File: config.mk
export PLATFORM = sky130hd
export DESIGN_NAME = contador_mod_bcd
export DESIGN_NICKNAME = d
export VERILOG_FILES = /design/src/rtl/contador_mod_bcd.sv
export SDC_FILE = /design/constraint.sdc
export NUM_CORES = 1
export LEC_CHECK = 0
export BUFFER_PORTS_ARGS = -buffer_cell sky130_fd_sc_hd__buf_4
export CAP_MARGIN = 25
export CORE_AREA = 2 2 77 79
export DETAILED_ROUTE_END_ITERATION = 10
export DIE_AREA = 0 0 79 81
export PLACE_DENSITY = 0.78
export SLEW_MARGIN = 25
export SYNTH_ARGS = -nofsm -noshare
export SYNTH_HDL_FRONTEND = slang
export SYNTH_SLANG_ARGS = --single-unit
File: constraint.sdc
create_clock -name clk -period 4.3 [get_ports clk]
set_input_delay 0.215 -clock clk [delete_from_list [all_inputs] [get_ports clk]]
set_output_delay 0.215 -clock clk [all_outputs]
set_load 0.005 [all_outputs]
File: src/rtl/contador_mod_bcd.sv
// Modulo up/down counter with BCD output, button auto-repeat, load strobe and cascade tick.
// Count is binary internally; datos_BCD is decoded combinationally from the count register.
module contador_mod_bcd #(
  parameter int MIN_VAL = 0,
  parameter int MAX_VAL = 23,
  parameter int SEL_W   = 4,
  parameter int SEL_ID  = 10,
  parameter int DLY_CYC = 50_000_000,
  parameter int RPT_CYC = 12_500_000
) (
  input  logic             clk,
  input  logic             reset,
  input  logic [SEL_W-1:0] contadores,
  input  logic             Arriba,
  input  logic             Abajo,
  input  logic             inc_tick,
  input  logic             cargar,
  input  logic [7:0]       dato_carga,
  output logic [7:0]       datos_BCD,
  output logic             acarreo,
  output logic             prestamo,
  output logic             editando
);

  localparam int TMR_MAX = (DLY_CYC > RPT_CYC) ? DLY_CYC : RPT_CYC;
  localparam int TW      = $clog2(TMR_MAX + 1);

  localparam logic [6:0]       MIN_C = 7'(MIN_VAL);
  localparam logic [6:0]       MAX_C = 7'(MAX_VAL);
  localparam logic [SEL_W-1:0] SEL_C = SEL_W'(SEL_ID);
  localparam logic [TW-1:0]    DLY_C = TW'(DLY_CYC);
  localparam logic [TW-1:0]    RPT_C = TW'(RPT_CYC);
  localparam logic [TW-1:0]    ONE_C = TW'(1);
  localparam logic [TW-1:0]    ZERO_C = '0;

  logic [6:0]    count;
  logic [1:0]    btn_prev;   // {Arriba, Abajo} as sampled on the previous edge
  logic [TW-1:0] hold_tmr;

  logic sel, both;
  logic press_up, press_dn, held, rpt;
  logic step_up, step_dn, tick_up;
  logic ld_ok;
  int   ld_int;

  always_comb begin
    sel      = (contadores == SEL_C);
    both     = Arriba & Abajo;
    press_up = sel & ~both & Arriba & ~btn_prev[1];
    press_dn = sel & ~both & Abajo  & ~btn_prev[0];
    held     = sel & ~both & ((Arriba & btn_prev[1]) | (Abajo & btn_prev[0]));
    // Timer holds the number of edges left until the next repeat step
    rpt      = held & (hold_tmr == ONE_C);
    step_up  = press_up | (rpt & Arriba);
    step_dn  = press_dn | (rpt & Abajo);
    tick_up  = ~sel & inc_tick;

    ld_int = int'(dato_carga[7:4]) * 10 + int'(dato_carga[3:0]);
    ld_ok  = cargar && (dato_carga[7:4] <= 4'd9) && (dato_carga[3:0] <= 4'd9) &&
             (ld_int >= MIN_VAL) && (ld_int <= MAX_VAL);
  end

  always_ff @(posedge clk) begin
    if (reset) begin
      count    <= MIN_C;
      acarreo  <= 1'b0;
      prestamo <= 1'b0;
      editando <= 1'b0;
    end else begin
      editando <= sel;
      acarreo  <= 1'b0;
      prestamo <= 1'b0;
      if (ld_ok) begin
        count <= 7'(ld_int);
      end else if (step_up || tick_up) begin
        if (count == MAX_C) begin
          count   <= MIN_C;
          acarreo <= 1'b1;
        end else begin
          count <= count + 7'd1;
        end
      end else if (step_dn) begin
        if (count == MIN_C) begin
          count    <= MAX_C;
          prestamo <= 1'b1;
        end else begin
          count <= count - 7'd1;
        end
      end
    end
  end

  // Button history and hold timer run independently of whether a load wins the edge
  always_ff @(posedge clk) begin
    if (reset) begin
      btn_prev <= 2'b00;
      hold_tmr <= ZERO_C;
    end else if (!sel || both) begin
      btn_prev <= 2'b00;
      hold_tmr <= ZERO_C;
    end else begin
      btn_prev <= {Arriba, Abajo};
      if (press_up || press_dn)
        hold_tmr <= DLY_C;
      else if (rpt)
        hold_tmr <= RPT_C;
      else if (held && hold_tmr != ZERO_C)
        hold_tmr <= hold_tmr - ONE_C;
      else if (!held)
        hold_tmr <= ZERO_C;
    end
  end

  always_comb begin
    datos_BCD[7:4] = 4'(count / 7'd10);
    datos_BCD[3:0] = 4'(count % 7'd10);
  end

endmodule
==> results_tabular.tex <==
\begin{tabular}{lr}
\hline
Metric & Value \\
\hline
\multicolumn{2}{l}{\textbf{Status}} \\
\quad Run status & completed \\
\multicolumn{2}{l}{\textbf{Global route}} \\
\quad Combined global-route utilization of all metal layers & 22.3\% \\
\quad Number of antenna violations at the first check in global routing & 0 \\
\quad First-pass GRT wire length & 11600 um \\
\quad Via count of the first global-routing pass & 2666 \\
\quad Largest net degree at the start of global routing & 21 \\
\quad GRT overflow & 0 \\
\multicolumn{2}{l}{\textbf{Final layout}} \\
\quad Leading cell types in the layout, fill and taps excluded & 45 x sky130\_fd\_sc\_hd\_\_nand2\_1, 38 x sky130\_fd\_sc\_hd\_\_dfxtp\_1, 31 x sky130\_fd\_sc\_hd\_\_nor2\_1, 31 x sky130\_fd\_sc\_hd\_\_a21oi\_1, 29 x sky130\_fd\_sc\_hd\_\_buf\_4 \\
\quad Post-Route Utilization & between 50\% and 60\% \\
\quad Commonest non-fill, non-tap cell in the layout & sky130\_fd\_sc\_hd\_\_nand2\_1 \\
\quad Layout cells sized above 1 & around 14\% \\
\quad Synth-to-Final Area Change & 12.4\% \\
\quad Ant diodes & 0 \\
\quad Final Net Count & between 400 and 500 \\
\quad Fillers & between 500 and 600 \\
\multicolumn{2}{l}{\textbf{Floorplanning}} \\
\quad Standard cell core area & approximately 0.0057 sq mm \\
\quad Die Y & 81 um \\
\quad Starting density of the core & 52.8\% \\
\quad Horizontal extent of the die & roughly 79 um \\
\quad Site row count & 28 \\
\quad Count of pins on the block boundary & 29 \\
\quad Die footprint & 0.00640 sq mm \\
\multicolumn{2}{l}{\textbf{Setup path}} \\
\quad Worst path bufs/invs & 1 \\
\quad Maximum net fanout on the critical path & 16 \\
\quad Launching element type of the critical path & flip-flop \\
\quad Critical path endpoint category & output port \\
\quad Worst endpoint required time & around 4 ns \\
\quad Critical Path Max Stage Delay & between 0.6 and 0.7 ns \\
\quad Slowest cell on crit path & sky130\_fd\_sc\_hd\_\_dfxtp\_1 \\
\quad Worst-path cell chain & nor2b\_2 > nor3\_1 > a211oi\_2 > xnor2\_1 > ha\_1 > a21oi\_1 > a2111oi\_0 > o311ai\_0 > o311ai\_2 > mux2i\_1 > buf\_4 \\
\quad Type of the worst setup path & reg2out \\
\quad Endpoint arrival time on the critical path & roughly 3.6 ns \\
\quad Critical path's top delay family & compound AO/OA/AOI/OAI gates \\
\multicolumn{2}{l}{\textbf{Drt}} \\
\quad 1st-iter DRT viols & 106 \\
\quad First-pass iteration count of the detailed router & 5 \\
\quad Post-detailed-route count of antenna-violating nets & 0 \\
\quad Vias per cell & 5.94 \\
\quad Overall via count from detail\_route & 2838 \\
\quad Sum of routed wire length over all layers & 6980 um \\
\quad DRC violations left & 0 \\
\quad Average routed wire per standard cell & 14.6 um \\
\multicolumn{2}{l}{\textbf{Timing}} \\
\quad Max frequency & 0.260 GHz \\
\quad Period utilisation layout & between 80\% and 90\% \\
\quad Slew HR & 55.9\% \\
\quad Time the worst path needs with I/O delays and setup & 3.84 ns \\
\quad RSZ-0062 raised after global routing & false \\
\quad Final total negative setup slack & 0 ns \\
\quad Setup skew after layout & 0.00938 ns \\
\quad Number of endpoints failing setup at the final stage & 0 \\
\quad Slew at the pin closest to its max-slew limit & around 0.66 ns \\
\quad Final hold vios & 0 \\
\quad Number of max-slew violations in the final report & 0 \\
\quad Setup ws final & 0.456 ns \\
\multicolumn{2}{l}{\textbf{Synthesis}} \\
\quad Gate count of the mapped netlist & 382 \\
\quad Proportion of register bits with asynchronous set or reset after synthesis & 0\% \\
\quad Post-synthesis area per instance & 7.85 sq um \\
\quad Synth cell types & 70 \\
\quad Flip-flop and latch count after synthesis & 38 \\
\quad Number of flops mapped to enable cells by yosys & 0 \\
\quad Ys flop type & sky130\_fd\_sc\_hd\_\_dfxtp\_1 \\
\quad Post-synthesis sequential area ratio & 25.4\% \\
\quad Cell area after technology mapping & 0.00300 sq mm \\
\quad Synthesized net count & 416 \\
\quad Total of warnings raised by yosys & 0 \\
\multicolumn{2}{l}{\textbf{Clock network}} \\
\quad Clock transition at the registers of the reported paths & 0.08 ns \\
\quad Worst-skew pair later-pin latency & around 0.30 ns \\
\quad TritonCTS buffer count & 5 \\
\quad CTS sink cnt & 38 \\
\quad H-tree levels & 2 \\
\quad Clock root buffer & sky130\_fd\_sc\_hd\_\_clkbuf\_8 \\
\quad Post-CTS setup buffers & 0 \\
\quad Number of hold-repair buffers added at the cts stage & 0 \\
\quad TritonCTS clock tree & built \\
\quad Clock Path Buffers & 2 \\
\multicolumn{2}{l}{\textbf{Place}} \\
\quad Worst setup slack after placement & 0.683 ns \\
\quad Half-perimeter wire length after placement & 5250 um \\
\quad Count of buffers inserted at the top-level ports & 28 \\
\quad Final weighted congestion in routability-driven placement & 0.909 \\
\multicolumn{2}{l}{\textbf{Power and ir drop}} \\
\quad Worst IR Drop VDD & 0.184 mV \\
\quad Final total power & 1.04 mW \\
\quad Total power per unit cell area & approximately 310 mW/mm\^{}2 \\
\quad Reported leakage power & 1.28 nW \\
\multicolumn{2}{l}{\textbf{Run}} \\
\quad Number of max-capacitance violations reported & 0 \\
\multicolumn{2}{l}{\textbf{Min path}} \\
\quad Hold Crit Class & in2reg \\
\hline
\end{tabular}
[registers in the layout (all words and copies together), names as in the netlist]
name and count:
editando 1, btn_prev 2, acarreo 1, count 7, prestamo 1, hold_tmr 26
[cells by family (layout without fill, tap and decap cells)]
group	count (synthesis)	in the layout	share of synthesized area [%]
compound gates	91	91	21.1
xor+xnor	28	28	8.18
fa+ha+maj	16	16	7.18
buf+inv	26	47	3.88
flops	38	38	25.4
simple gates	176	176	31.9
mux	7	7	2.42
[timing repair]
| item | in CTS | in global routing |
|---|---|---|
| hold endpoints to repair | 0 | 0 |
| endpoints found under the setup margin | 0 | 3 |
| resized for setup | 0 | 1 |
[cells in the mapped netlist, types with 3 or more instances]
cell type	n	area [sq um]
sky130_fd_sc_hd__dfxtp_1	38	761
sky130_fd_sc_hd__xor2_1	16	140
sky130_fd_sc_hd__nand3_1	11	55.1
sky130_fd_sc_hd__ha_1	14	175
sky130_fd_sc_hd__a211oi_1	3	22.5
sky130_fd_sc_hd__nor4_1	8	50.1
sky130_fd_sc_hd__buf_2	6	30.0
sky130_fd_sc_hd__and3_1	6	37.5
sky130_fd_sc_hd__nor2b_1	10	62.6
sky130_fd_sc_hd__xnor2_1	12	105
sky130_fd_sc_hd__nand2b_1	6	37.5
sky130_fd_sc_hd__inv_1	10	37.5
sky130_fd_sc_hd__o21ai_0	15	75.1
sky130_fd_sc_hd__nand4_1	4	25.0
sky130_fd_sc_hd__clkbuf_1	7	26.3
sky130_fd_sc_hd__a21o_1	5	37.5
sky130_fd_sc_hd__nor2_1	31	116
sky130_fd_sc_hd__o31ai_1	3	22.5
sky130_fd_sc_hd__nor3_1	20	100
sky130_fd_sc_hd__a21oi_1	31	155
sky130_fd_sc_hd__o211ai_1	4	30.0
sky130_fd_sc_hd__mux2i_1	5	50.1
sky130_fd_sc_hd__nor3b_1	3	22.5
sky130_fd_sc_hd__nand2_1	45	169
sky130_fd_sc_hd__and2_1	5	31.3
sky130_fd_sc_hd__or3_1	4	25.0
sky130_fd_sc_hd__nand3b_1	4	30.0
[layer usage]
metal | part of all wire [%] | up-vias | wire [um] | GRT usage, %
li1 | - | 1436 | - | -
met1 | 44 | 1333 | 3040 | 26.7
met2 | 50 | 60 | 3500 | 41.1
met3 | 5.2 | 9 | 360 | 3.56
met4 | 1.2 | 0 | 81 | 6.72
met5 | 0 | - | 0 | 0
[where the power goes]
group	leakage, nW	switching, mW	total (mW)	internal [mW]
clock network	0.0683	0.142	0.375	0.233
registers	0.307	0.0248	0.384	0.359
logic	0.909	0.149	0.284	0.135
[worst register-to-register path, cell delays in order, from the launching register on]
cell	delay (ns)
sky130_fd_sc_hd__dfxtp_1	0.36
sky130_fd_sc_hd__nor4_1	0.61
sky130_fd_sc_hd__and3_1	0.39
sky130_fd_sc_hd__a41o_2	0.40
sky130_fd_sc_hd__or3_2	0.23
sky130_fd_sc_hd__a21oi_2	0.07
sky130_fd_sc_hd__a2111oi_2	0.33
[layout make-up]
type                       count  area [sq um]  area share (%)
clock buffer                   5          68.8            2.04
clock inverter                 3          68.8            2.04
inverter                      10          37.5            1.11
multi-input combinational    318          2120            63.0
sequential                    38           761            22.6
tap                           75          93.8            2.78
timing repair buffer          29           218            6.46
[stage by stage]
step           hold WS, ns  cell area, sq um  cells
2_1_floorplan        0.351              3000    382
3_5_place_dp         0.470              3230    470
4_1_cts              0.156              3370    478
5_1_grt              0.156              3370    478
3_3_place_gp         0.464              3230    470
6_report             0.165              3370    478
[worst paths after layout]
kind,from,to,slack (ns),cells past startpoint
max,count[4],datos_BCD[2],0.46,11
min reg2reg,hold_tmr[18],hold_tmr[18],0.52,1
max reg2reg,hold_tmr[4],count[6],1.83,6
min,reset,count[1],0.16,2
(Power assumes the default switching activity.)
